[src/rtl/config_pkg.sv]
// Shared configuration of the ternary matmul AFU: sizes, DDR word/address
// types, the instruction format and the fixed program run on each start.
package config_pkg;

  localparam int D               = 8;
  localparam int DataWidth       = 16;
  localparam int NumInstructions = 4;

  localparam int AddrWidth = $clog2(D * D);
  localparam int RowWidth  = $clog2(D);
  localparam int PcWidth   = (NumInstructions > 1) ? $clog2(NumInstructions) : 1;

  typedef logic [DataWidth-1:0]        ddr_data_t;
  typedef logic [AddrWidth-1:0]        ddr_address_t;
  typedef logic [RowWidth-1:0]         row_t;
  typedef logic [PcWidth-1:0]          pc_t;
  typedef logic [D-1:0][DataWidth-1:0] vec_t;

  typedef enum logic [1:0] {
    OP_NOP    = 2'd0,
    OP_LOADX  = 2'd1,
    OP_MATVEC = 2'd2,
    OP_STORE  = 2'd3
  } opcode_t;

  typedef struct packed {
    opcode_t op;
    row_t    row;
  } instr_t;

  typedef enum logic [2:0] {
    ST_IDLE    = 3'd0,
    ST_FETCH   = 3'd1,
    ST_RD_REQ  = 3'd2,
    ST_RD_WAIT = 3'd3,
    ST_WR_REQ  = 3'd4,
    ST_WR_WAIT = 3'd5,
    ST_NEXT    = 3'd6
  } state_t;

  // Load X from row 0, multiply by the W matrix whose rows start at row 1,
  // store Y into row 2, then one idle slot.
  localparam instr_t Program [NumInstructions] = '{
    '{OP_LOADX,  row_t'(0)},
    '{OP_MATVEC, row_t'(1)},
    '{OP_STORE,  row_t'(2)},
    '{OP_NOP,    row_t'(0)}
  };

  // Word address of element idx within DDR row `row`.
  function automatic ddr_address_t row_addr(input row_t row, input row_t idx);
    return ddr_address_t'(row) * ddr_address_t'(D) + ddr_address_t'(idx);
  endfunction

endpackage

[src/rtl/ternary_dot.sv]
// Combinational signed dot product of one packed ternary row with vector X.
// Each element j uses the 2-bit code row[2j+1:2j]: 01 -> +X[j], 11 -> -X[j],
// 00/10 -> 0. The sum wraps modulo 2^DataWidth.
module ternary_dot
  import config_pkg::*;
(
  input  ddr_data_t row_i,
  input  vec_t      x_i,
  output ddr_data_t dot_o
);

  vec_t      term;
  ddr_data_t acc;

  for (genvar gi = 0; gi < D; gi++) begin : g_term
    logic [1:0] code;
    assign code = row_i[2*gi+1 -: 2];
    assign term[gi] = (code == 2'b01) ? x_i[gi] :
                      (code == 2'b11) ? (ddr_data_t'(0) - x_i[gi]) :
                                        ddr_data_t'(0);
  end

  // Accumulate all D terms; overflow simply wraps.
  always_comb begin
    acc = '0;
    for (int j = 0; j < D; j++) begin
      acc = acc + term[j];
    end
  end

  assign dot_o = acc;

endmodule

[src/rtl/matrix_unit.sv]
// Sequencer/datapath of the ternary matmul AFU. On start it walks the fixed
// program, moving D-word rows between DDR and the X/Y register files and
// computing Y = W*X one DDR row of W at a time. DDR is driven through a
// single-outstanding request port with one-cycle enable pulses.
module matrix_unit
  import config_pkg::*;
(
  input  logic         clk_i,
  input  logic         rst_i,
  input  logic         start_i,
  output logic         ready_o,
  output ddr_address_t ddr_address_o,
  output logic         ddr_r_en_o,
  input  ddr_data_t    ddr_r_data_i,
  input  logic         ddr_r_valid_i,
  output logic         ddr_w_en_o,
  output ddr_data_t    ddr_w_data_o,
  input  logic         ddr_w_done_i
);

  state_t       state_q;
  pc_t          pc_q;
  row_t         idx_q;
  opcode_t      op_q;
  row_t         row_q;
  vec_t         x_q;
  vec_t         y_q;
  logic         ready_q;
  logic         r_en_q;
  logic         w_en_q;
  ddr_address_t addr_q;
  ddr_data_t    wdata_q;

  instr_t       instr;
  row_t         idx_next;
  logic         last_idx;
  logic         last_pc;
  ddr_data_t    dot;

  assign instr    = Program[pc_q];
  assign idx_next = idx_q + row_t'(1);
  assign last_idx = (idx_q == row_t'(D - 1));
  assign last_pc  = (pc_q == pc_t'(NumInstructions - 1));

  // The dot product is formed straight from the incoming W row so that Y[i]
  // can be written in the same cycle the read data is valid.
  ternary_dot u_dot (
    .row_i (ddr_r_data_i),
    .x_i   (x_q),
    .dot_o (dot)
  );

  // Program sequencer, element loop, X/Y register files and DDR port
  // registers. Enables default low every cycle so they can only ever be
  // single-cycle pulses; address and write data are only changed when a new
  // request is launched, which keeps them stable while a request is open.
  always_ff @(posedge clk_i or posedge rst_i) begin
    if (rst_i) begin
      state_q <= ST_IDLE;
      pc_q    <= '0;
      idx_q   <= '0;
      op_q    <= OP_NOP;
      row_q   <= '0;
      x_q     <= '0;
      y_q     <= '0;
      ready_q <= 1'b1;
      r_en_q  <= 1'b0;
      w_en_q  <= 1'b0;
      addr_q  <= '0;
      wdata_q <= '0;
    end else begin
      r_en_q <= 1'b0;
      w_en_q <= 1'b0;
      case (state_q)
        ST_IDLE: begin
          // Stray DDR responses here are deliberately ignored.
          if (start_i) begin
            pc_q    <= '0;
            ready_q <= 1'b0;
            state_q <= ST_FETCH;
          end
        end

        ST_FETCH: begin
          op_q   <= instr.op;
          row_q  <= instr.row;
          idx_q  <= '0;
          addr_q <= row_addr(instr.row, row_t'(0));
          case (instr.op)
            OP_LOADX, OP_MATVEC: begin
              r_en_q  <= 1'b1;
              state_q <= ST_RD_REQ;
            end
            OP_STORE: begin
              w_en_q  <= 1'b1;
              wdata_q <= y_q[0];
              state_q <= ST_WR_REQ;
            end
            default: state_q <= ST_NEXT;
          endcase
        end

        // The enable pulse is on the port during this cycle.
        ST_RD_REQ: state_q <= ST_RD_WAIT;

        ST_RD_WAIT: begin
          if (ddr_r_valid_i) begin
            if (op_q == OP_LOADX) begin
              x_q[idx_q] <= ddr_r_data_i;
            end else begin
              y_q[idx_q] <= dot;
            end
            if (last_idx) begin
              state_q <= ST_NEXT;
            end else begin
              // Launch the next read right away to keep the port busy.
              idx_q   <= idx_next;
              addr_q  <= row_addr(row_q, idx_next);
              r_en_q  <= 1'b1;
              state_q <= ST_RD_REQ;
            end
          end
        end

        ST_WR_REQ: state_q <= ST_WR_WAIT;

        ST_WR_WAIT: begin
          if (ddr_w_done_i) begin
            if (last_idx) begin
              state_q <= ST_NEXT;
            end else begin
              idx_q   <= idx_next;
              addr_q  <= row_addr(row_q, idx_next);
              wdata_q <= y_q[idx_next];
              w_en_q  <= 1'b1;
              state_q <= ST_WR_REQ;
            end
          end
        end

        ST_NEXT: begin
          if (last_pc) begin
            ready_q <= 1'b1;
            state_q <= ST_IDLE;
          end else begin
            pc_q    <= pc_q + pc_t'(1);
            state_q <= ST_FETCH;
          end
        end

        default: begin
          ready_q <= 1'b1;
          state_q <= ST_IDLE;
        end
      endcase
    end
  end

  assign ready_o       = ready_q;
  assign ddr_address_o = addr_q;
  assign ddr_r_en_o    = r_en_q;
  assign ddr_w_en_o    = w_en_q;
  assign ddr_w_data_o  = wdata_q;

endmodule

[config.mk]
export PLATFORM = sky130hd
export DESIGN_NAME = matrix_unit
export DESIGN_NICKNAME = d
export VERILOG_FILES = /design/src/rtl/config_pkg.sv /design/src/rtl/ternary_dot.sv /design/src/rtl/matrix_unit.sv
export SDC_FILE = /design/constraint.sdc
export NUM_CORES = 1
export LEC_CHECK = 0
export BUFFER_PORTS_ARGS = -buffer_cell sky130_fd_sc_hd__buf_4
export CORE_MARGIN = 2
export CORE_UTILIZATION = 35
export DETAILED_ROUTE_END_ITERATION = 8
export HOLD_SLACK_MARGIN = 0.12
export PLACE_DENSITY_LB_ADDON = 0.1
export SLEW_MARGIN = 40
export SYNTH_ARGS = -nofsm -noshare
export SYNTH_HDL_FRONTEND = slang
export SYNTH_HIERARCHICAL = 1
export SYNTH_SLANG_ARGS = --single-unit
[constraint.sdc]
create_clock -name clk_i -period 9.4 [get_ports clk_i]
set_clock_uncertainty 0.2 [all_clocks]
set_input_delay 0.94 -clock clk_i [delete_from_list [all_inputs] [get_ports clk_i]]
set_output_delay 0.94 -clock clk_i [all_outputs]
set_load 0.005 [all_outputs]
==> PnR_summary.wiki, run 1 <==
{| class="wikitable"
! Metric !! Value
|-
| Outcome || finished clean
|-
| Slew Viols, Final || 0
|-
| Setup bufs post-CTS || 0
|-
| Crit path buf inv count || 1
|-
| CTS H-tree lvls || 2
|-
| Data arrival time of the worst path || slightly above 7 ns
|-
| Bufs on Longest Clock Path || 3
|-
| Detailed-router iteration count before antenna repair || 5
|-
| Distinct cell type count of the synthesized netlist || 59
|-
| Net count, final || roughly 1.7k
|-
| Die Height || between 200 and 250 um
|-
| Family with the most delay on the worst path || adder cells
|-
| WP data required || 9.62 ns
|-
| Critical Path Most Common Cell || fa_1
|-
| CP max FO || 8
|-
| Most common cell after layout, fill and taps aside || dfrtp_1
|-
| Via count of the first global-routing pass || 12.1k
|-
| DIE AREA || between 50000 and 60000 um2
|-
| Sequential-to-total area share from yosys stat || 39.8%
|-
| Syn Inst Count || between 1.5k and 2k
|-
| Element type at the critical path start || flop
|-
| Initial antenna violation count || 1
|-
| Top library cells by usage in the layout, fill and taps aside || dfrtp_1 (287), mux2_2 (243), nand2_1 (131)
|-
| CTS sink cnt || 289
|-
| Total of endpoints with negative setup slack in the final report || 0
|-
| Share of layout cells above drive strength 1 || 25.8%
|-
| Post-detailed-route count of antenna-violating nets || 0
|-
| Maximum number of pins on one net before global-route repair || between 100 and 150
|-
| Skew-Pair Late Insertion Delay || between 0.5 and 0.6 ns
|-
| Hold wc startpoint || ready_o$_DFFE_PP1P_
|-
| Gr usage total || 18.1%
|-
| Post-synthesis register bit count || just under 300
|-
| Relative area change from synthesis to final layout || 12.5%
|-
| Site row count || 83
|-
| Min Clock Period, post-route || 6.96 ns
|-
| Starting density of the core || a little over a third
|-
| Half-perimeter wire length after placement || 32400 um
|-
| Initial drt markers || 580
|-
| Grt ovf || 0
|-
| Mean instance size in the synthesized netlist || around 12 um2
|-
| Worst-path cell with the longest stage delay || fa_1
|-
| Ys async rst share || between 90% and 100%
|-
| Total wire length || about 47000 um
|-
| Max Cap Violations || 0
|-
| Post-route DRC violation count || 0
|-
| Hold violation total from the final report || 0
|-
| Inserted Clock Buffers || 37
|-
| Worst-case headroom to the max-slew limit || approximately 47%
|-
| Classification of the worst setup path || flop to flop
|-
| Clock transition at path regs || 0.06 ns
|-
| Resize count post-CTS || 0
|-
| Clock root buffer || clkbuf_16
|-
| Routed length per instance || between 20 and 25 um
|-
| Crit. Startpoint || x_q[20]$_DFFE_PP0P_
|-
| Setup repair after global routing missed its margin || no
|-
| Die W || roughly 230 um
|-
| Global-route wire length before repair || approximately 74000 um
|-
| Final Wtd Congestion || 0.786
|-
| Slew of the pin with the lowest slew margin || between 0.7 and 0.8 ns
|-
| Synth top area cells || dfrtp_1 (40%), mux2_2 (15%), fa_1 (9.6%), xnor2_1 (5.6%), mux4_2 (4.0%)
|-
| Number of nets produced by synthesis || ~1.7k
|-
| Worst min-delay path category || flop to flop
|-
| Top FF cell, synth || dfrtp_1
|-
| Final period util || between 70% and 80%
|-
| Critical path endpoint category || flop
|-
| Cts-stage hold buffer count || 0
|-
| TritonCTS clock tree || built
|-
| Aggregate negative setup slack || 0 ns
|-
| Sequence of cells on the critical path || or4_1 > or2_2 > or3_1 > o21ai_0 > a21oi_1 > o21ai_0 > fa_1 > fa_1 > fa_1 > fa_1 > inv_1 > ha_1 > nand3_1 > nand2_1 > a41o_1 > o41ai_1 > xnor2_1 > mux2_2
|-
| Number of warnings printed during yosys synthesis || 6
|-
| Post-synth EDFFs || 0
|-
| Via count || about 12k
|-
| Core area || approximately 51000 um2
|-
| Average vias per placed instance || approximately 5.1
|-
| Biggest cell delay along the critical path || 0.59 ns
|-
| Startpoint of the most critical register-to-register path || x_q[20]$_DFFE_PP0P_
|-
| Ports placed on the boundary || 46
|-
| Count of input and output buffers || 44
|-
| R2r setup slk || 2.44 ns
|-
| Library cell with the largest summed area after synthesis || dfrtp_1
|-
| Maximum achievable frequency || approximately 140 MHz
|-
| Mapped Area || around 18000 um2
|-
| Proportion of netlist area held by the largest area contributor || a little under 40%
|}
-- cells by family (layout without fill, tap and decap cells) --
kind of cell,count (synthesis),after routing,synth area share [%]
other,1,2,0.0206
buffers and inverters,179,242,4.02
and+or+nand+nor,393,393,11.6
DFF,289,289,39.8
xor gates and xnor gates,127,127,6.24
AOI/OAI and AO/OA,168,168,6.09
adders and majority gates,118,118,11.7
muxes,300,300,20.5
-- state kept, by name, summed over array words and instances, names as in the netlist, 2 cells and up --
register       flops
ddr_address_o      3
ddr_w_data_o      16
idx_q              2
op_q               2
pc_q               2
row_q              2
state_q            3
x_q              128
y_q              128
-- worst register-to-register path, delay by kind of cell, from the launching register on --
family / cells / cell delay, ns
AO/OA/AOI/OAI: 5 / 1.45
buffers and inverters: 1 / 0.04
adder cells (fa/ha/maj): 5 / 2.63
AND/OR/NAND/NOR: 5 / 1.47
multiplexers: 1 / 0.33
flip-flops: 1 / 0.44
XOR/XNOR: 1 / 0.28
-- worst paths after layout --
path,end,cells after the start
min,ready_o$_DFFE_PP1P_,2
max in group asynchronous,y_q[117]$_DFFE_PP0P_,4
max reg2reg,y_q[62]$_DFFE_PP0P_,18
max,y_q[62]$_DFFE_PP0P_,18
min in group asynchronous,x_q[125]$_DFFE_PP0P_,2
min reg2reg,ready_o$_DFFE_PP1P_,2
-- area by class of cell --
type,count,area (um2)
diodes,1,2.50
clock buffers,58,1090
clock inverters,9,106
fillers,5075,30900
inverters,120,463
multi-input cells,1107,10300
flip-flops and latches,289,7230
well taps,680,851
repair buffers,55,432
-- cell usage after synthesis (17+ instances only) --
| cell | instances |
|---|---|
| dfrtp_1 | 288 |
| a21oi_1 | 29 |
| o31ai_1 | 43 |
| and2_1 | 74 |
| xnor2_1 | 116 |
| mux2_2 | 243 |
| fa_1 | 87 |
| mux4_2 | 32 |
| and3_1 | 25 |
| o41ai_1 | 19 |
| inv_1 | 119 |
| mux2_1 | 21 |
| nand2b_1 | 17 |
| nand2_1 | 137 |
| clkbuf_1 | 35 |
| or3_1 | 18 |
| o21ai_0 | 48 |
| nor2_1 | 41 |
| ha_1 | 31 |
-- per-layer routing --
layer	wire length, um	GRT usage [%]
met3	1280	2.22
met5	0	0
met4	1110	5.37
met2	22700	30.3
met1	22300	24.4
-- stage by stage --
stage	cell area [um2]	cells	setup WS (ns)	hold slack (ns)	util (%)
3_5_place_dp	19200	2251	2.46	0.266	37.5
3_3_place_gp	19200	2249	2.54	0.259	37.3
2_1_floorplan	18200	1575	0.284	0.257	-
6_report	20400	2319	2.44	0.271	39.8
4_1_cts	20400	2318	2.54	0.277	39.8
5_1_grt	20400	2318	2.14	0.290	39.8
Power of run 1 is not shown: default switching activity piles up to over one toggle a cycle in this logic, so the estimate is an artifact.
==> run 2, diff against run 1 <==
clock period = 6.66 ns   (was 9.4 ns; I/O delays follow)
==> run 2 against run 1 <==
Net effect: via count up 1.6%; utilization up 0.61 points; sequential share of layout area down 0.54 points; worst hold slack worse by 0.15 ns; sequential cell count unchanged; routed wire length up 2.1%; die area unchanged; non-clock buffer count up 24.
==> PnR_summary.wiki, run 2 (same netlist as run 1, synthesis figures left out) <==
{| class="wikitable"
! Metric !! Value
|-
| Area taken by flip-flops and latches || 7230 um2
|-
| Setup bufs post-CTS || 0
|-
| Multi-input combinational cell area || between 10000 and 15000 um2
|-
| Half-perimeter wire length after placement || 33700 um
|-
| Max Cap Violations || 0
|-
| Crit. Startpoint || x_q[33]$_DFFE_PP0P_
|-
| Min Clock Period, post-route || around 6.4 ns
|-
| Core area || around 50000 um2
|-
| Via count of the first global-routing pass || 12.2k
|-
| Maximum number of pins on one net before global-route repair || between 70 and 80
|-
| Hold violation total from the final report || 0
|-
| Top library cells by usage in the layout, fill and taps aside || dfrtp_1 (287), mux2_2 (243), nand2_1 (131)
|-
| Gr usage total || 18.5%
|-
| Initial antenna violation count || 0
|-
| Routed length per instance || 20.7 um
|-
| Clock transition at path regs || about 0.06 ns
|-
| Count of input and output buffers || 44
|-
| Post-Place Setup Slack || 0.0528 ns
|-
| DIE AREA || 53800 um2
|-
| Final worst-path setup slack || ~0.28 ns
|-
| Utilization after layout || 40.5%
|-
| Skew-Pair Late Insertion Delay || 0.56 ns
|-
| Detailed-router iteration count before antenna repair || 5
|-
| Worst hold-check slack || approximately 0.12 ns
|-
| Worst-case headroom to the max-slew limit || around 45%
|-
| Slew of the pin with the lowest slew margin || 0.815 ns
|-
| Classification of the worst setup path || flop to flop
|-
| Maximum achievable frequency || 157 MHz
|-
| Total wire length || 48500 um
|-
| CP max FO || 8
|-
| TritonCTS clock tree || built
|-
| WP data required || roughly 6.9 ns
|-
| Antenna cell count || 0
|-
| Starting density of the core || 35.4%
|-
| Initial drt markers || about 530
|-
| Most common cell after layout, fill and taps aside || dfrtp_1
|-
| Critical path endpoint category || flop
|-
| Inserted Clock Buffers || 38
|-
| Post-route DRC violation count || 0
|-
| Share of layout cells above drive strength 1 || between 20% and 30%
|-
| Average vias per placed instance || approximately 5
|-
| Die W || about 230 um
|-
| Final period util || 95.8%
|-
| Total of endpoints with negative setup slack in the final report || 0
|-
| CTS H-tree lvls || 2
|-
| Clock root buffer || clkbuf_16
|-
| CTS sink cnt || a little under 300
|-
| Site row count || just over 80
|-
| Post-detailed-route count of antenna-violating nets || 0
|-
| Element type at the critical path start || flop
|-
| Die Height || around 230 um
|-
| Via count || roughly 12k
|-
| Grt ovf || 0
|-
| Bufs on Longest Clock Path || 3
|-
| Data arrival time of the worst path || roughly 6.6 ns
|-
| Net count, final || 1774
|-
| Startpoint of the most critical register-to-register path || x_q[33]$_DFFE_PP0P_
|-
| Slew Viols, Final || 0
|-
| Global-route wire length before repair || 75500 um
|-
| Ports placed on the boundary || 46
|-
| Worst min-delay path category || input pin to async pin
|-
| Outcome || finished clean
|-
| Number of filler instances in the final layout || roughly 5k
|-
| Final Wtd Congestion || ~0.83
|-
| Relative area change from synthesis to final layout || 14.2%
|}
## run 2: cell types whose count changed in the layout (fill, tap and decap cells not counted), moves of 2 or more
cell | previous run | this run
buf_4 | 50 | 72
xnor2_1 | 115 | 113
clkinv_8 | 2 | 0
buf_6 | 5 | 3
buf_16 | 0 | 2
inv_6 | 0 | 3
xnor2_2 | 2 | 4
clkbuf_1 | 14 | 7
clkinvlp_4 | 0 | 5
## run 2: worst paths after layout
| check | cells after the start | endpoint | slack [ns] |
|---|---|---|---|
| max in group asynchronous | 6 | ddr_w_data_o[5]$_DFFE_PP0P_ | 4.67 |
| worst max register to register | 20 | y_q[47]$_DFFE_PP0P_ | 0.28 |
| worst max-delay path | 20 | y_q[47]$_DFFE_PP0P_ | 0.28 |
| worst min register to register | 2 | ready_o$_DFFE_PP1P_ | 0.27 |
| min in group clk_i | 2 | x_q[4]$_DFFE_PP0P_ | 0.24 |
| worst min-delay path | 3 | x_q[123]$_DFFE_PP0P_ | 0.12 |
## run 2: through the flow
step           setup TNS, ns  instances  cell area [um2]
2_1_floorplan              0       1575            18200
3_3_place_gp               0       2271            19300
3_5_place_dp               0       2274            19400
4_1_cts                    0       2343            20700
5_1_grt               -0.148       2343            20800
6_report                   0       2343            20800
## run 2: per-layer routing
metal  routed length, um  track usage (%)
met3                1440             2.31
met1               23400             26.1
met2               22500             29.8
met4                1140             5.39
met5                   0                0
## run 2: area by class of cell
| cell class | count | area share, % |
|---|---|---|
| inverter | 120 | 2.19 |
| clock buffer | 51 | 5.16 |
| sequential | 289 | 34.9 |
| timing repair buffer | 79 | 3.18 |
| clock inverter | 17 | 0.946 |
| tap | 680 | 4.10 |
| multi-input combinational | 1107 | 49.6 |
## run 2: critical path, cell delays in order (launching register included)
cell     delay, ns
dfrtp_1       0.40
or2_2         0.33
or4b_4        0.57
o21ai_0       0.21
xnor2_1       0.15
nand2_1       0.12
fa_1          0.65
fa_1          0.51
fa_1          0.53
fa_1          0.54
inv_1         0.04
ha_1          0.36
a21oi_1       0.15
o21ai_0       0.10
a21oi_1       0.25
nor2b_1       0.07
o21a_1        0.21
nor4_2        0.23
o41ai_2       0.15
xnor2_2       0.21
mux2_2        0.30
## run 2: what timing repair did
item | CTS | global route
hold endpoints to repair | 1 | 0
endpoints found under the setup margin | 0 | 24
hold buffers | 1 | 0
resized for setup | 0 | 6
Power of run 2 is left out for the same reason.
